**src/rtl/param_updown_counter.sv**
```systemverilog
// -----------------------------------------------------------------------------
// param_updown_counter
//
// Generic synchronous up/down event/cycle counter. Every flop is clocked by
// clk. The counter runs over 0..MAX_COUNT (modulus MAX_COUNT+1) and supports:
//   - a direction control
//   - an enable that gates a clock-enable prescaler
//   - a saturating parallel load
//   - a synchronous clear
//   - a one-cycle wrap pulse and a sticky wrap flag
//
// Parameters
//   WIDTH     count register width in bits (>=1)
//   MAX_COUNT terminal value, must be <= 2**WIDTH-1
//   PRESCALE  enabled cycles per count step (>=1), 1 = step every enabled cycle
//
// Ports
//   clk       in   rising-edge clock
//   reset     in   synchronous reset, active low, overrides everything
//   en        in   count enable (freezes prescaler and count when low)
//   dir       in   1 = count up, 0 = count down (sampled on each tick)
//   clr       in   synchronous clear of count, prescaler, wrap and wrapped
//   load      in   parallel load strobe (ignores en, beats a coincident tick)
//   load_val  in   value to load, saturated to MAX_COUNT
//   count_out out  current count (registered)
//   wrap      out  one-cycle pulse while count_out shows a wrapped value
//   wrapped   out  sticky: a wrap happened since the last reset/clr
//
// Edge priority: reset > clr > load > count step > hold.
// All outputs are registered; there is no combinational input-to-output path.
// -----------------------------------------------------------------------------
module param_updown_counter #(
   parameter int WIDTH     = 4,
   parameter int MAX_COUNT = (1 << WIDTH) - 1,
   parameter int PRESCALE  = 1
) (
   input  logic             clk,
   input  logic             reset,
   input  logic             en,
   input  logic             dir,
   input  logic             clr,
   input  logic             load,
   input  logic [WIDTH-1:0] load_val,
   output logic [WIDTH-1:0] count_out,
   output logic             wrap,
   output logic             wrapped
);

   // Terminal value at register width. For WIDTH=32 the default expression
   // overflows to -1, which truncates to all ones, so it is still correct.
   localparam logic [WIDTH-1:0] MAX_V = WIDTH'(MAX_COUNT);

   // Prescaler width. A nominal 1-bit width is kept for PRESCALE=1 so the
   // declaration stays legal, but no register is built in that case.
   localparam int PS_W = (PRESCALE > 1) ? $clog2(PRESCALE) : 1;

   logic             tick;       // a count step is due at this edge
   logic             at_max;
   logic             at_zero;
   logic             step_wrap;  // the step due at this edge crosses the modulus
   logic [WIDTH-1:0] step_val;   // count value after one step in direction dir
   logic [WIDTH-1:0] load_sat;   // load_val clipped to MAX_COUNT

   // --------------------------------------------------------------------------
   // Prescaler
   // Advances only on enabled cycles with no clr/load. It returns to 0 on the
   // tick, and clr/load also clear it. A load that coincides with a tick
   // therefore discards that tick and restarts a full prescale period.
   // --------------------------------------------------------------------------
   generate
      if (PRESCALE <= 1) begin : g_no_ps
         assign tick = en;
      end else begin : g_ps
         localparam logic [PS_W-1:0] PS_LAST = PS_W'(PRESCALE - 1);

         logic [PS_W-1:0] ps_cnt;

         assign tick = en && (ps_cnt == PS_LAST);

         always_ff @(posedge clk) begin
            if (!reset || clr || load) begin
               ps_cnt <= '0;
            end else if (tick) begin
               ps_cnt <= '0;
            end else if (en) begin
               ps_cnt <= ps_cnt + PS_W'(1);
            end
         end
      end
   endgenerate

   // --------------------------------------------------------------------------
   // Next-step arithmetic, modulo MAX_COUNT+1
   // --------------------------------------------------------------------------
   always_comb begin
      at_max    = (count_out == MAX_V);
      at_zero   = (count_out == '0);
      step_wrap = dir ? at_max : at_zero;
      step_val  = count_out;
      if (dir) begin
         step_val = at_max ? '0 : count_out + WIDTH'(1);
      end else begin
         step_val = at_zero ? MAX_V : count_out - WIDTH'(1);
      end
      // Saturate so the counter can never leave its 0..MAX_COUNT range.
      load_sat = (load_val > MAX_V) ? MAX_V : load_val;
   end

   // --------------------------------------------------------------------------
   // Count, wrap pulse and sticky wrap flag
   // wrap is registered together with the count, so it is high exactly in the
   // cycle where count_out shows the wrapped value. Any cycle without a
   // wrapping step drops it again.
   // --------------------------------------------------------------------------
   always_ff @(posedge clk) begin
      if (!reset) begin
         count_out <= '0;
         wrap      <= 1'b0;
         wrapped   <= 1'b0;
      end else if (clr) begin
         count_out <= '0;
         wrap      <= 1'b0;
         wrapped   <= 1'b0;
      end else if (load) begin
         // A load leaves the sticky flag alone; only reset/clr rearm it.
         count_out <= load_sat;
         wrap      <= 1'b0;
      end else if (tick) begin
         count_out <= step_val;
         wrap      <= step_wrap;
         if (step_wrap) begin
            wrapped <= 1'b1;
         end
      end else begin
         wrap      <= 1'b0;
      end
   end

endmodule
```
**config.mk**
```make
export PLATFORM = sky130hd
export DESIGN_NAME = param_updown_counter
export DESIGN_NICKNAME = d
export VERILOG_FILES = /design/src/rtl/param_updown_counter.sv
export SDC_FILE = /design/constraint.sdc
export NUM_CORES = 1
export LEC_CHECK = 0
export BUFFER_PORTS_ARGS = -buffer_cell sky130_fd_sc_hd__buf_4
export CORE_AREA = 10 10 47 49
export DETAILED_ROUTE_END_ITERATION = 12
export DIE_AREA = 0 0 57 59
export PLACE_DENSITY = 0.59
export REMOVE_ABC_BUFFERS = 1
export SLEW_MARGIN = 20
export SYNTH_ARGS = -nofsm -noshare
export SYNTH_HDL_FRONTEND = slang
export SYNTH_SLANG_ARGS = --single-unit
```
**constraint.sdc**
```tcl
create_clock -name clk -period 1.6 [get_ports clk]
set_input_delay 0.32 -clock clk [delete_from_list [all_inputs] [get_ports clk]]
set_output_delay 0.32 -clock clk [all_outputs]
set_load 0.02 [all_outputs]
```
-- Word level (Yosys, flattened, before mapping)
Cells that the tools add are included.
- bits in registers: 6
- latch bits: 0
- bits in writable memories: 0
- memory bits (read-only): 0
- input port bits: 10
- output and inout bits: 6
- word-level logic and storage cells: 22
- memories kept: 0
- $add $sub $neg: 2
- $mul: 0
- div/mod/pow operators: 0
- order comparisons: 1
- equality and inequality tests: 1
- shift operators: 0
- muxes and demuxes: 7
- bitwise operators: 3
- reductions and logical operators: 5
- operators by type and width (operator ; count):
    $mux W4 ; 6
    $add A4 B1 Y4 const B ; 1
    $eq A4 B4 Y1 const B ; 1
    $gt A4 B4 Y1 const B ; 1
    $logic_not A4 Y1 ; 1
    $reduce_or A4 Y1 ; 1
    $sub A4 B1 Y4 const B ; 1
    $not A1 Y1 ; 3
    $reduce_and A3 Y1 ; 1
    $reduce_bool A2 Y1 ; 1
    $reduce_or A2 Y1 ; 1
    $mux W1 ; 1

-- Longest topological paths before layout
- depth in word-level cells: 5
- depth in mapped cells: 6
- depth with buffers taken out: 6

-- Worst setup path before layout
No wires, ideal clock.
- kind: flip-flop to flip-flop
- start point: reg count_out[0]
- end point: reg wrap
- setup time: 0.066 ns
- arrival: 1.530 ns
- required time: 1.534 ns
- setup slack: 0.005 ns
- cell stages (with the launch flop): 6
- path buffers: 0
- clock period less this slack: 1.595 ns
- path through: dfxtp_1 inv_1 ha_1 or4b_2 a21oi_1 nor2b_1
- longest elaborated chain between the ends: 2
- elaborated cells between the ends (all ways): 3
- those cells by class: eq/ne (1); mux (1); reduce/logical (1)
- ends and longest elaborated chain (element ; line ; RTL):
    start, declared ; 44 ; output logic [WIDTH-1:0] count_out,
    start signal, assigned ; 126 ; count_out <= load_sat;
    start signal, assigned ; 129 ; count_out <= step_val;
    $eq A4 B4 Y1 / $logic_not A4 Y1 (equally long branches) ; 96, 97 ;
    $mux W1 (*) ; 98 ; step_wrap = dir ? at_max : at_zero;
    end signal, assigned ; 130 ; wrap <= step_wrap;
    end, declared ; 45 ; output logic wrap,
Every way passes the cells marked *; elsewhere a longest branch is shown, timed or not.
A chain may end at the register's enable or synchronous reset.

-- Final worst setup path
- start point: reg count_out[2]
- end point: reg count_out[3]
- longest elaborated chain between the ends: 5
- elaborated cells between the ends (all ways): 9
- those cells by class: add/sub (2); eq/ne (1); mux (5); reduce/logical (1)
- ends and longest elaborated chain (element ; line ; RTL):
    $sub A4 B1 Y4 (tied with other cells) ; 103 ; step_val = at_zero ? MAX_V : count_out - WIDTH'(1);
    $mux W4, on equally long branches ; 103, 101 ;
    $mux W4 (*) ; 100 ; if (dir) begin
    $mux W4 (*) ; 128 ; end else if (tick) begin
    $mux W4 (*) ; 124 ; end else if (load) begin
Every way passes the cells marked *; elsewhere a longest branch is shown, timed or not. The select of a mux whose other input is x is not followed.

==> results.md <==
| Parameter | Value |
|:---|:---|
| Static Leak | 0.254 nW |
| Reg2Reg Setup Slack | 100 ps |
| Post-synthesis cell area | 368 sq um |
| Post-synthesis sequential element count | 6 |
| Crit path max fanout | 6 |
| Placeable core area | 1400 sq um |
| Std cell rows | 14 |
| Register Area | 121 sq um |
| R2R Path Start | count_out[2] |
| End-of-flow core utilization | 39.9% |
| Max-cap violations | 0 |
| Synthesis-to-layout area growth | 52.0% |
| Syn Area/Cell | 8.17 sq um |
| Initial antenna violation count | 0 |
| Timing-limited maximum frequency | 667 MHz |
| Time the worst path needs with I/O delays and setup | 1500 ps |
| Wire length per cell after detailed routing | 12.5 um |
| Yosys synthesis warning count | 0 |
| Yosys top cell area share | 32.7% |
| Setup repair after global routing missed its margin | false |
| Drt first-iter violations | 3 |
| Final Routed Wirelength | 1.02 mm |
| Signal arrival time at the worst endpoint | 1680 ps |
| Number of clock sinks seen by CTS | 6 |
| # nets final | 80 |
| Top-level I/O count | 16 |
| Total setup buffers inserted after CTS | 0 |
| Fillers | 157 |
| Category of the worst setup path launch point | register |
| Total count of hold-check failures in the final report | 0 |
| First-pass GRT wire length | 1.71 mm |
| Number of flops mapped to enable cells by yosys | 0 |
| Main area contributors after synthesis | dfxtp_1 (33%), a21oi_1 (8.2%), ha_1 (6.8%) |
| Endpoint type of the worst setup path | register |
| Worst-Margin Slew | 241 ps |
| Share of layout cells above drive strength 1 | 47.0% |
| Antenna violation net count after detailed routing | 0 |
| Post-route fraction of the period consumed by the critical path | 93.7% |
| Worst rel slew slack | 83.9% |
| Fin. max-slew vios | 0 |
| Timing endpoint of the critical path | count_out[3] |
| Number of optimization iterations in the first detailed-route pass | 2 |
| Number of instances in the synthesized netlist | 45 |
| Vias per cell | 4.71 |
| Residual DRC count | 0 |
| Accumulated negative setup slack | 0 ps |
| Commonest cells post-synth | a21oi_1 (6), dfxtp_1 (6), nand2_1 (5), nor2_1 (4), inv_1 (3) |
| Global router's overall resource usage | 6.40% |
| Final clock skew | 2.08 ps |
| Clk buf depth | 2 |
| Routed via count | 386 |
| Asr flop ratio synth | 0% |
| H-tree levels | 1 |
| Maximum vdd drop | 288 uV |
| Chip Height | 59 um |
| Die W | 57 um |
| Maximum number of pins on one net before global-route repair | 7 |
| Total of endpoints with negative setup slack in the final report | 0 |
| Outcome | complete, no violations |
| CTS clk-pin slew, worst paths | 50 ps |
| Unique masters post-synth | 23 |
| Vias in the first global route | 426 |
| Post-detailed-placement half-perimeter wirelength | 840 um |
| Antenna Diode Count | 0 |
| CP Data Required Time | 1780 ps |
| Terminus of the critical flop-to-flop path | count_out[3] |
| Overflow left after global routing | 0 |
| Clock root buffer | clkbuf_4 |
| Source of the critical timing path | count_out[2] |
| Starting Density | 26.3% |
| Type of the setup path with the least slack | reg -> reg |
| Count of port buffers added during placement | 15 |
| Dominant cell type by area after synthesis | dfxtp_1 |
| Footprint of the multi-input gates | 245 sq um |
| Logic depth of the worst register-to-register path | 4 |
| Path class of the lowest-slack min-delay path | in -> reg |
| Skew-Pair Late Insertion Delay | 250 ps |
| Clock buffers created by TritonCTS | 3 |
| TritonCTS clock tree | built |
| Pwr dens | 721 nW/um^2 |
| Most frequently used flop master after synthesis | dfxtp_1 |
| Die Footprint | 3360 sq um |
| Register area share after synthesis | 32.7% |
| Final estimated routing congestion in global placement | 0.781 |
[what timing repair did]
action,in CTS,in global routing
gates resized for setup,0,6
endpoints found under the setup margin,0,3
hold buffers,0,0
[metal layers]
metal / part of all wire [%] / up-vias / GRT usage (%) / routed length, um
li1: - / 201 / - / -
met1: 45 / 170 / 6.65 / 456
met2: 45 / 13 / 9.61 / 461
met3: 8.6 / 2 / 3.86 / 88
met4: 1.5 / 0 / 4.03 / 15
met5: 0 / - / 0 / 0
[critical path, stage by stage (launching register included)]
cell and delay (ps):
dfxtp_2 370, inv_2 60, or4_1 490, a311o_1 370
a21oi_1 130
[cell families after synthesis]
group                      share of synthesized area (%)
AOI/OAI and AO/OA                                   18.7
xor gates and xnor gates                            7.14
adders and majority gates                           6.80
buffers and inverters                               4.08
DFF                                                 32.7
muxes                                               5.78
and+or+nand+nor                                     24.8
[worst min path at each step]
stage	cells past startpoint	slack, ps	end	start
final	3	330	count_out[0]	load_val[0]
after CTS	3	330	count_out[0]	load_val[0]
after floorplan	2	460	count_out[0]	load
after global routing	3	330	count_out[0]	load_val[0]
after detailed placement	2	500	wrapped	wrapped
after global placement	2	480	wrapped	wrapped
[registers in the layout, indices dropped and copies added, names as in the netlist]
register,cells
count_out,4
wrap,1
wrapped,1
[layout make-up]
cell class              instances  area share, %
well taps                      16           3.58
clock buffers                   3           4.03
repair buffers                 18           24.2
flip-flops and latches          6           21.7
multi-input cells              35           43.8
inverters                       4           2.68
[cells in the final DEF, fill, tap and decap left out]
cell type	n
nand2_1	5
clkbuf_4	3
nor2_1	4
xor2_1	2
a221oi_2	1
a21oi_1	5
or3_2	1
nor3b_1	1
dfxtp_1	5
ha_2	1
buf_4	18
ha_1	1
inv_1	1
nand2b_1	2
a211oi_1	1
inv_2	3
nand4_1	1
xnor2_1	1
a21oi_2	1
o21ai_0	1
or4_1	1
dfxtp_2	1
mux2_2	1
mux2i_1	1
o21bai_1	1
a311o_1	1
nor2b_1	1
or4b_2	1
[where the power goes]
part / leakage (nW) / internal (mW) / switching (mW)
Combinational: 0.191 / 0.0507 / 0.0445
Sequential: 0.0493 / 0.156 / 0.00543
Clock: 0.0138 / 0.0853 / 0.0614
Total: 0.254 / 0.292 / 0.111
[per-stage QoR]
step / cell area, sq um / instances / power [mW] / hold WS [ps] / setup WS, ps
after CTS: 546 / 82 / 0.403 / 326 / 26.0
after detailed placement: 523 / 79 / 0.255 / 497 / 43.7
after global routing: 559 / 82 / 0.432 / 329 / 9.48
after floorplan: 368 / 45 / 0.212 / 456 / 4.51
final: 559 / 82 / 0.403 / 328 / 101
after global placement: 523 / 79 / 0.254 / 479 / 43.1
No activity file was read; power rests on OpenSTA's default activity.
